**src/rtl/addsub_seq_if.sv**
```systemverilog
// Handshake and result bundle for the chunked sequential adder/subtractor.
// The issuing side is the master; the arithmetic unit is the slave.
interface addsub_seq_if #(
    parameter int WIDTH = 32
);
    logic             start;
    logic [WIDTH-1:0] a;
    logic [WIDTH-1:0] b;
    logic             sub;
    logic             busy;
    logic             done;
    logic [WIDTH-1:0] sum;
    logic             cf;
    logic             ovf;
    logic             sf;
    logic             zf;

    modport master (
        output start, a, b, sub,
        input  busy, done, sum, cf, ovf, sf, zf
    );

    modport slave (
        input  start, a, b, sub,
        output busy, done, sum, cf, ovf, sf, zf
    );
endinterface

```
**src/rtl/addsub_seq.sv**
```systemverilog
// Multi-cycle integer adder/subtractor: operands latched on start, CHUNK bits
// summed per cycle LSB-first through one narrow adder, flags registered at the end.
module addsub_seq #(
    parameter int WIDTH = 32,
    parameter int CHUNK = 8
) (
    input  logic         clk,
    input  logic         rst,
    addsub_seq_if.slave  bus
);
    localparam int NCHUNK = WIDTH / CHUNK;
    localparam int IDXW   = (NCHUNK > 1) ? $clog2(NCHUNK) : 1;
    localparam logic [IDXW-1:0] LAST_IDX = IDXW'(NCHUNK - 1);

    typedef enum logic [1:0] {
        ST_IDLE = 2'd0,
        ST_RUN  = 2'd1,
        ST_DONE = 2'd2
    } state_t;

    state_t            state_r;
    logic [WIDTH-1:0]  a_r;
    logic [WIDTH-1:0]  b_r;
    logic              sub_r;
    logic              carry_r;
    logic [IDXW-1:0]   idx_r;
    logic [WIDTH-1:0]  acc_r;
    logic [WIDTH-1:0]  sum_r;
    logic              busy_r;
    logic              done_r;
    logic              cf_r;
    logic              ovf_r;
    logic              sf_r;
    logic              zf_r;

    int                base_s;
    logic [CHUNK-1:0]  a_chunk_s;
    logic [CHUNK-1:0]  b_chunk_s;
    logic [CHUNK-1:0]  s_chunk_s;
    logic              c_s;
    logic [WIDTH-1:0]  acc_next_s;
    logic              ovf_s;
    logic              accept_s;

    // One chunk of the ripple: subtraction is a + ~b with the carry preset to 1.
    always_comb begin
        base_s     = int'(idx_r) * CHUNK;
        a_chunk_s  = a_r[base_s +: CHUNK];
        b_chunk_s  = b_r[base_s +: CHUNK] ^ {CHUNK{sub_r}};
        {c_s, s_chunk_s} = {1'b0, a_chunk_s} + {1'b0, b_chunk_s} + {{CHUNK{1'b0}}, carry_r};
        acc_next_s = acc_r;
        acc_next_s[base_s +: CHUNK] = s_chunk_s;
        // Overflow when both effective operands share a sign the result does not.
        ovf_s      = (a_r[WIDTH-1] == (b_r[WIDTH-1] ^ sub_r)) &&
                     (acc_next_s[WIDTH-1] != a_r[WIDTH-1]);
        if (state_r != ST_RUN) begin
            accept_s = bus.start;
        end else begin
            accept_s = 1'b0;
        end
    end

    // Control FSM, chunk datapath and registered result/flags.
    always_ff @(posedge clk or posedge rst) begin
        if (rst) begin
            state_r <= ST_IDLE;
            a_r     <= {WIDTH{1'b0}};
            b_r     <= {WIDTH{1'b0}};
            sub_r   <= 1'b0;
            carry_r <= 1'b0;
            idx_r   <= {IDXW{1'b0}};
            acc_r   <= {WIDTH{1'b0}};
            sum_r   <= {WIDTH{1'b0}};
            busy_r  <= 1'b0;
            done_r  <= 1'b0;
            cf_r    <= 1'b0;
            ovf_r   <= 1'b0;
            sf_r    <= 1'b0;
            zf_r    <= 1'b0;
        end else if (accept_s) begin
            state_r <= ST_RUN;
            a_r     <= bus.a;
            b_r     <= bus.b;
            sub_r   <= bus.sub;
            carry_r <= bus.sub;
            idx_r   <= {IDXW{1'b0}};
            acc_r   <= {WIDTH{1'b0}};
            busy_r  <= 1'b1;
            done_r  <= 1'b0;
        end else begin
            case (state_r)
                ST_RUN: begin
                    acc_r   <= acc_next_s;
                    carry_r <= c_s;
                    if (idx_r == LAST_IDX) begin
                        state_r <= ST_DONE;
                        busy_r  <= 1'b0;
                        done_r  <= 1'b1;
                        sum_r   <= acc_next_s;
                        cf_r    <= sub_r ? ~c_s : c_s;
                        ovf_r   <= ovf_s;
                        sf_r    <= acc_next_s[WIDTH-1];
                        zf_r    <= (acc_next_s == {WIDTH{1'b0}});
                    end else begin
                        idx_r   <= idx_r + IDXW'(1);
                    end
                end
                ST_DONE: begin
                    state_r <= ST_IDLE;
                    busy_r  <= 1'b0;
                    done_r  <= 1'b0;
                end
                ST_IDLE: begin
                    busy_r  <= 1'b0;
                    done_r  <= 1'b0;
                end
                default: begin
                    state_r <= ST_IDLE;
                    busy_r  <= 1'b0;
                    done_r  <= 1'b0;
                end
            endcase
        end
    end

    assign bus.busy = busy_r;
    assign bus.done = done_r;
    assign bus.sum  = sum_r;
    assign bus.cf   = cf_r;
    assign bus.ovf  = ovf_r;
    assign bus.sf   = sf_r;
    assign bus.zf   = zf_r;
endmodule

```
**src/flat_wrapper.sv**
```systemverilog
// flat-port wrapper written by rule: the top's interface ports become plain ports
module addsub_seq_flat 
#(
    parameter int WIDTH = 32,
    parameter int CHUNK = 8
)
  (clk, rst, bus_start, bus_a, bus_b, bus_sub, bus_busy, bus_done, bus_sum, bus_cf, bus_ovf, bus_sf, bus_zf);
  addsub_seq_if #(.WIDTH(WIDTH)) bus_i ();
  input  logic clk;
  input  logic rst;
  input wire logic [$bits(bus_i.start)-1:0] bus_start;
  input wire logic [$bits(bus_i.a)-1:0] bus_a;
  input wire logic [$bits(bus_i.b)-1:0] bus_b;
  input wire logic [$bits(bus_i.sub)-1:0] bus_sub;
  output wire logic [$bits(bus_i.busy)-1:0] bus_busy;
  output wire logic [$bits(bus_i.done)-1:0] bus_done;
  output wire logic [$bits(bus_i.sum)-1:0] bus_sum;
  output wire logic [$bits(bus_i.cf)-1:0] bus_cf;
  output wire logic [$bits(bus_i.ovf)-1:0] bus_ovf;
  output wire logic [$bits(bus_i.sf)-1:0] bus_sf;
  output wire logic [$bits(bus_i.zf)-1:0] bus_zf;
  assign bus_i.start = bus_start;
  assign bus_i.a = bus_a;
  assign bus_i.b = bus_b;
  assign bus_i.sub = bus_sub;
  assign bus_busy = bus_i.busy;
  assign bus_done = bus_i.done;
  assign bus_sum = bus_i.sum;
  assign bus_cf = bus_i.cf;
  assign bus_ovf = bus_i.ovf;
  assign bus_sf = bus_i.sf;
  assign bus_zf = bus_i.zf;
  addsub_seq #(.WIDTH(WIDTH), .CHUNK(CHUNK)) u_core (.clk(clk), .rst(rst), .bus(bus_i));
endmodule
```
**config.mk**
```make
export PLATFORM = sky130hd
export DESIGN_NAME = addsub_seq_flat
export DESIGN_NICKNAME = d
export VERILOG_FILES = /design/src/rtl/addsub_seq_if.sv /design/src/rtl/addsub_seq.sv /design/src/flat_wrapper.sv
export SDC_FILE = /design/constraint.sdc
export NUM_CORES = 1
export LEC_CHECK = 0
export ABC_AREA = 0
export ABC_CLOCK_PERIOD_IN_PS = 6300
export BUFFER_PORTS_ARGS = -buffer_cell sky130_fd_sc_hd__buf_2
export CORE_MARGIN = 2
export CORE_UTILIZATION = 30
export DETAILED_ROUTE_END_ITERATION = 8
export PLACE_DENSITY = 0.57
export REMOVE_ABC_BUFFERS = 1
export SLEW_MARGIN = 20
export SYNTH_ARGS = -nofsm -noshare
export SYNTH_HDL_FRONTEND = slang
export SYNTH_SLANG_ARGS = --single-unit
```
**constraint.sdc**
```tcl
create_clock -name clk -period 6.3 [get_ports clk]
set_clock_uncertainty 0.1 [all_clocks]
set_input_delay 0.315 -clock clk [delete_from_list [all_inputs] [get_ports clk]]
set_output_delay 0.315 -clock clk [all_outputs]
set_load 0.01 [all_outputs]
```
==> results of run 1 <==
## metrics by stage
| stage | std cells | utilization (%) | setup slack (ps) | hold slack (ps) |
|---|---|---|---|---|
| floorplan | 644 | - | 2160 | 320 |
| global placement | 1034 | 33.9 | 2190 | 355 |
| detailed placement | 1034 | 33.9 | 2060 | 360 |
| CTS | 1120 | 39.3 | 2040 | 0.743 |
| global route | 1120 | 39.3 | 1830 | 9.56 |
| finish | 1120 | 39.3 | 2130 | 7.00 |
## worst min-delay path, delay by kind of cell
kind          cells  cell delay, ps
buf+inv           1              90
simple gates      2              90
## sequential cells by signal, indices dropped and copies added (netlist names)
| register | flops |
|---|---|
| u_core.bus.ovf | 1 |
| u_core.bus.busy | 1 |
| u_core.b_r | 32 |
| u_core.carry_r | 1 |
| u_core.bus.cf | 1 |
| u_core.state_r | 2 |
| u_core.a_r | 32 |
| u_core.bus.sum | 32 |
| u_core.idx_r | 2 |
| u_core.bus.done | 1 |
| u_core.bus.zf | 1 |
| u_core.acc_r | 32 |
| u_core.sub_r | 1 |
## Yosys cell counts (4+ instances only)
library cell,number,area (sq um)
nand2_1,229,860
dfrtp_1,139,3480
nor2_1,61,229
o21ai_0,28,140
a221oi_1,20,175
a22o_1,20,175
clkbuf_1,19,71.3
inv_1,17,63.8
mux4_2,16,360
a21oi_1,15,75.1
ha_1,13,163
xor2_1,10,87.6
nor2b_1,6,37.5
nor4_1,6,37.5
buf_1,5,18.8
nor3_1,5,25.0
a22oi_1,4,30.0
nand3_1,4,20.0
## metal layers
metal	GRT usage (%)	share of wire, %	vias up
met5	0	0	-
met4	5.52	2.0	0
met3	3.96	5.0	22
met2	24.4	47	151
met1	21.2	46	2591
li1	-	-	2620
## kinds of logic (layout without fill, tap and decap cells)
logic type,after synthesis,after routing,synth area share [%]
and+or+nand+nor,330,330,20.8
DFF,139,139,53.0
AOI/OAI and AO/OA,112,112,12.3
buffers and inverters,50,215,3.43
muxes,17,17,5.66
adders and majority gates,15,15,3.09
xor gates and xnor gates,12,12,1.60
## layout make-up
class                      instances  area (sq um)
multi-input combinational        486          2860
sequential                       139          3480
inverter                          19          76.3
tap                              280           350
clock inverter                    14           181
timing repair buffer             164          1100
clock buffer                      18           439
fill                            2151         13100
## how the worst min path moves through the flow
stage | start | endpoint | slack (ps) | cells after the start
finish | bus_a[15] | u_core.a_r[15] | 7 | 3
global route | bus_b[0] | u_core.b_r[0] | 10 | 3
CTS | bus_b[4] | u_core.b_r[4] | 0.7 | 3
detailed placement | u_core.b_r[16] | u_core.b_r[16] | 360 | 2
global placement | u_core.b_r[16] | u_core.b_r[16] | 350 | 2
floorplan | bus_a[0] | u_core.a_r[0] | 320 | 2
## what timing repair did
| item | CTS | global route |
|---|---|---|
| setup buffers | 0 | 0 |
| hold endpoints to repair | 117 | 0 |
| setup endpoints to repair | 0 | 0 |
| hold buffers | 54 | 0 |
==> metrics.cfg, run 1 <==
[logic_synthesis]
synth_area_sq_mm=0.00656
synth.avg_cell_area_sq_um=9.72
synth_flop_cell=dfrtp_1
async_reset_ff_share_pct=100
yosysSeqAreaShare_pct=53.0
synthCells=675
synth_warnings=0
synth_edf_count=0
ys_seq_elements=139
ys_types=54

[placement]
dpl.hpwl_um=11800
port_buffers=105
place_congestion=0.847
placed_area_sq_mm=0.00733

[critical_path]
cpMaxStageDelayCell=dfrtp_1
crit_start=u_core.idx_r[0]
r2r_cells=10
r2r_slack_ps=2130
cp-start-kind=flip-flop
path_cells=mux4_2 > xnor2_1 > fa_1 > fa_1 > nor2b_4 > o21ai_0 > a21oi_2 > o21bai_1 > o41ai_2 > a22o_1
crit_path_end_kind=flip-flop
timing.rr.start=u_core.idx_r[0]
cp_data_arrival_time_ps=4390
crit_family=compound AO/OA/AOI/OAI gates
cp.required_ps=6520
cpMostUsedCell=fa_1
cp_num_cells=10
slowest_delay_ps=820
cp-endpoint=u_core.bus.zf
reg2reg_to=u_core.bus.zf
critPathMaxFanout=16
crit_type=reg2reg
worst-path-buf-inv=0

[global_route]
grt_max_degree=90
antenna_found_initial=0
grt_pass1_wl_um=28700
grt_pass1_vias=5430
gr-total-overflow=0
grt_use_total_pct=15.6

[timing]
setup_violations=0
fin_crit_sh_pct=66.2
max_freq_ghz=0.240
rsz0062_at_grt=false
drv_slew=0
hold_viol_final=0
min_period_ps=4170
slew_headroom_pct=33.9
worstMarginPinSlew_ps=989
fin_setup_tns_ps=0

[cts]
clock-root-buffer=clkbuf_16
cts_htree_levels=4
cts_tree=done
clockBufferDepth=2
cts_sinks=139
clk_latency_ps=430
cts_buffers=17
cts_resized=0
clkSlewWorstSetupHoldPaths_ps=60

[cells_and_area]
drive_above_1_share_pct=20.6
nNetsFinal=910
n_antenna_cell=0
area_growth_pct=29.4
final_cell_mix=nand2_1 (227), dfrtp_1 (139), buf_2 (105)
stdcell_area_sq_mm=0.00849
final_common_cell=nand2_1

[floorplan]
num_rows=54
ios=106
die_w_um=152
dieArea_sq_mm=0.0231
initial_core_util_pct=30.3
core_sq_mm=0.0216
die_y_um=152

[routing]
ant_nets=0
viasPerCell=4.81
drc=0
drt_first_pass_iters=5
routedWlPerCell_um=15.6
num_vias=5384
drtIter0Drc=409
wl_um=17500

[worst_hold_path]
hold_class=in2reg

[status]
outcome=finished, final reports clean

[job]
drv_cap=0

Power of run 1 is left out: the tool's default activity adds up to more than one toggle a clock period on the data nets, which glitch-free logic cannot reach.
==> run 2, diff against run 1 <==
- ABC_AREA: 0 -> 1
- ABC_CLOCK_PERIOD_IN_PS: 6300 -> 3600
- PLACE_DENSITY: 0.57 -> 0.58
- clock period: 6.3 -> 3.6 ns (I/O delays scaled with it)
==> run 2 against run 1 <==
  * Via count increased by 13%
  * Cell count is 18% higher
  * Register-to-register slack got worse by 1800 ps
  * Setup slack lost 1800 ps
  * Non-clock buffer count grew 25
  * Sequential cell count unchanged
==> metrics.cfg, run 2 <==
[status]
outcome=finished, final reports clean

[timing]
fin_crit_sh_pct=90.9
min_period_ps=3270
setup_violations=0
drv_slew=0
rsz0062_at_grt=false
slew_headroom_pct=59.3
max_freq_ghz=0.306
hold_viol_final=0
hold_ws_ps=109
worstMarginPinSlew_ps=610

[critical_path]
critPathMaxFanout=18
crit_type=reg2reg
cpMaxStageDelayCell=fa_1
cp-start-kind=flip-flop
path_cells=buf_4 > a21oi_1 > a32o_1 > fa_1 > fa_1 > nor2_1 > nand2_1 > nor2_1 > nor2_1 > nand2_1 > nor2_1 > nand2_1 > nor2_1 > nand2_1 > nor2_1 > nand2_1 > nor2_1 > nand2_1 > nand2_1
crit_path_end_kind=flip-flop
r2r_cells=19
cp.required_ps=3860
slowest_delay_ps=530
cp_data_arrival_time_ps=3530

[logic_synthesis]
synth.avg_cell_area_sq_um=7.89
yosysSeqAreaShare_pct=51.2
synth_flop_cell=dfrtp_1
ys_seq_elements=139
yosysMostFrequentCell=nand2_1
synth_warnings=0
synth_top_area_share_pct=51.2
synth_area_leader_cell=dfrtp_1
synth_edf_count=0
synthCells=861
async_reset_ff_share_pct=100
ys_types=38
synth_area_sq_mm=0.00679
synth_area_leaders=dfrtp_1 (51%), nand2_1 (20%), o21ai_0 (4.6%), nor2_1 (3.6%), inv_1 (3.3%)
synth_common_cells=nand2_1 (355), dfrtp_1 (139), nor2_1 (65)

[pwr]
p_leak_uw=0.00470
power.internal_uw=5230
power.switching_uw=4350
ir_worst_vdd_v=0.000510
p_seq_share_pct=27.2
powerDensity_mw_per_mm2=1070
swShare_pct=45.4
power_frac_comb_pct=52.7
p_clk_share_pct=20.1

[cells_and_area]
nFillCells=2279
finalCoreUtilization_pct=40.0
n_antenna_cell=0
drive_above_1_share_pct=17.1
ff_latch_area_sq_mm=0.00348
multi_input_area_sq_mm=0.00289
area_growth_pct=32.2
final_cell_mix=nand2_1 (355), dfrtp_1 (138), buf_2 (105)
nNetsFinal=1110
final_common_cell=nand2_1
stdcell_count=1325

[floorplan]
die_w_um=154
num_rows=55
initial_core_util_pct=30.3
die_y_um=154
ios=106
dieArea_sq_mm=0.0239
core_sq_mm=0.0224

[placement]
dpl.hpwl_um=12800
place_inst=1227
port_buffers=105
place_congestion=0.867

[cts]
cts_htree_levels=4
clk_latency_ps=430
cts_tree=done
clockBufferDepth=2
clock-root-buffer=clkbuf_16
clkSlewWorstSetupHoldPaths_ps=60
cts_sinks=139
cts_buffers=17

[worst_hold_path]
whs_path_depth=5
hold_class=in2reg

[routing]
routedWlPerCell_um=14.1
drc=0
ant_nets=0
num_vias=6088
drt_first_pass_iters=5
viasPerCell=4.59
drtIter0Drc=425
wl_um=18700

[global_route]
grt_max_degree=76
grt_pass1_wl_um=31100
grt_pass1_vias=6089
antenna_found_initial=0
grt_use_total_pct=16.3
gr-total-overflow=0

[job]
drv_cap=0

==> run 2: changes by cell type in the layout (fill, tap and decap cells not counted), sizes merged, moves of 8 or more <==
cell         delta
o22ai          +21
o21ai          +37
inv            +40
nand4           +9
nand3          +20
nand2         +133
mux4           -16
a22o           -12
buf            +13
nor4            -8
dlygate4sd3    +12
a221oi         -20
==> run 2: critical path, delay by kind of cell, from the launching register on <==
kind / cells / cell delay (ps)
AOI/OAI and AO/OA: 2 / 320
adders and majority gates: 2 / 940
buffers and inverters: 1 / 280
and+or+nand+nor: 14 / 1110
DFF: 1 / 460
==> run 2: logic make-up (layout without fill, tap and decap cells) <==
group | after synthesis | in the layout | share of synthesized area [%]
AND/OR/NAND/NOR | 471 | 471 | 27.6
flip-flops | 139 | 139 | 51.2
AO/OA/AOI/OAI | 121 | 121 | 10.5
buffers and inverters | 105 | 284 | 6.41
adder cells (fa/ha/maj) | 15 | 15 | 2.98
XOR/XNOR | 10 | 10 | 1.29
==> run 2: area by class of cell <==
type                            instances  area share [%]
Clock buffer                           22            5.50
Clock inverter                         10            1.80
Inverter                               63            2.72
Multi-Input combinational cell        617            32.1
Sequential cell                       139            38.7
Tap cell                              285            3.97
Timing Repair Buffer                  189            15.1
==> run 2: power groups by stage <==
stage          sequential [uW]  clock [uW]  combinational [uW]
2_1_floorplan             2660           0                3350
3_3_place_gp              2620           0                4930
3_5_place_dp              2620           0                4990
4_1_cts                   2600        1960                5070
5_1_grt                   2690        2030                5750
6_report                  2610        1920                5050
==> run 2: per-layer routing <==
| layer | global-route usage (%) | routed length, um | vias to the layer above |
|---|---|---|---|
| met5 | 0 | 0 | - |
| met4 | 5.20 | 302 | 0 |
| met3 | 3.25 | 767 | 26 |
| met2 | 26.8 | 8720 | 147 |
| met1 | 21.7 | 8910 | 2847 |
| li1 | - | - | 3068 |
==> run 2: final timing paths <==
path                            startpoint            endpoint  slack (ps)
min in group asynchronous              rst  u_core.bus.sum[26]         290
min                              bus_start       u_core.a_r[7]         110
max in group asynchronous              rst    u_core.acc_r[31]        2290
min reg2reg                 u_core.a_r[21]      u_core.a_r[21]         370
max                        u_core.idx_r[0]       u_core.bus.zf         330
max reg2reg                u_core.idx_r[0]       u_core.bus.zf         330
==> run 2: repair_timing <==
action	4_1_cts	5_1_grt
hold buffers	66	0
setup buffers	0	0
endpoints found under the hold margin	130	0
setup endpoints to repair	0	7
gates resized for setup	0	2
==> run 2: through the flow <==
stage / power [uW] / instance area (sq um) / TNS, ps / setup WS [ps]
after floorplan: 6020 / 6590 / -151400 / -1450
after global placement: 7550 / 7660 / 0 / 220
after detailed placement: 7610 / 7660 / 0 / 143
after CTS: 9640 / 8980 / 0 / 120
after global routing: 10500 / 8980 / 0 / 12.9
final: 9580 / 8980 / 0 / 327
Note: power is estimated with default switching activity, not from simulation.
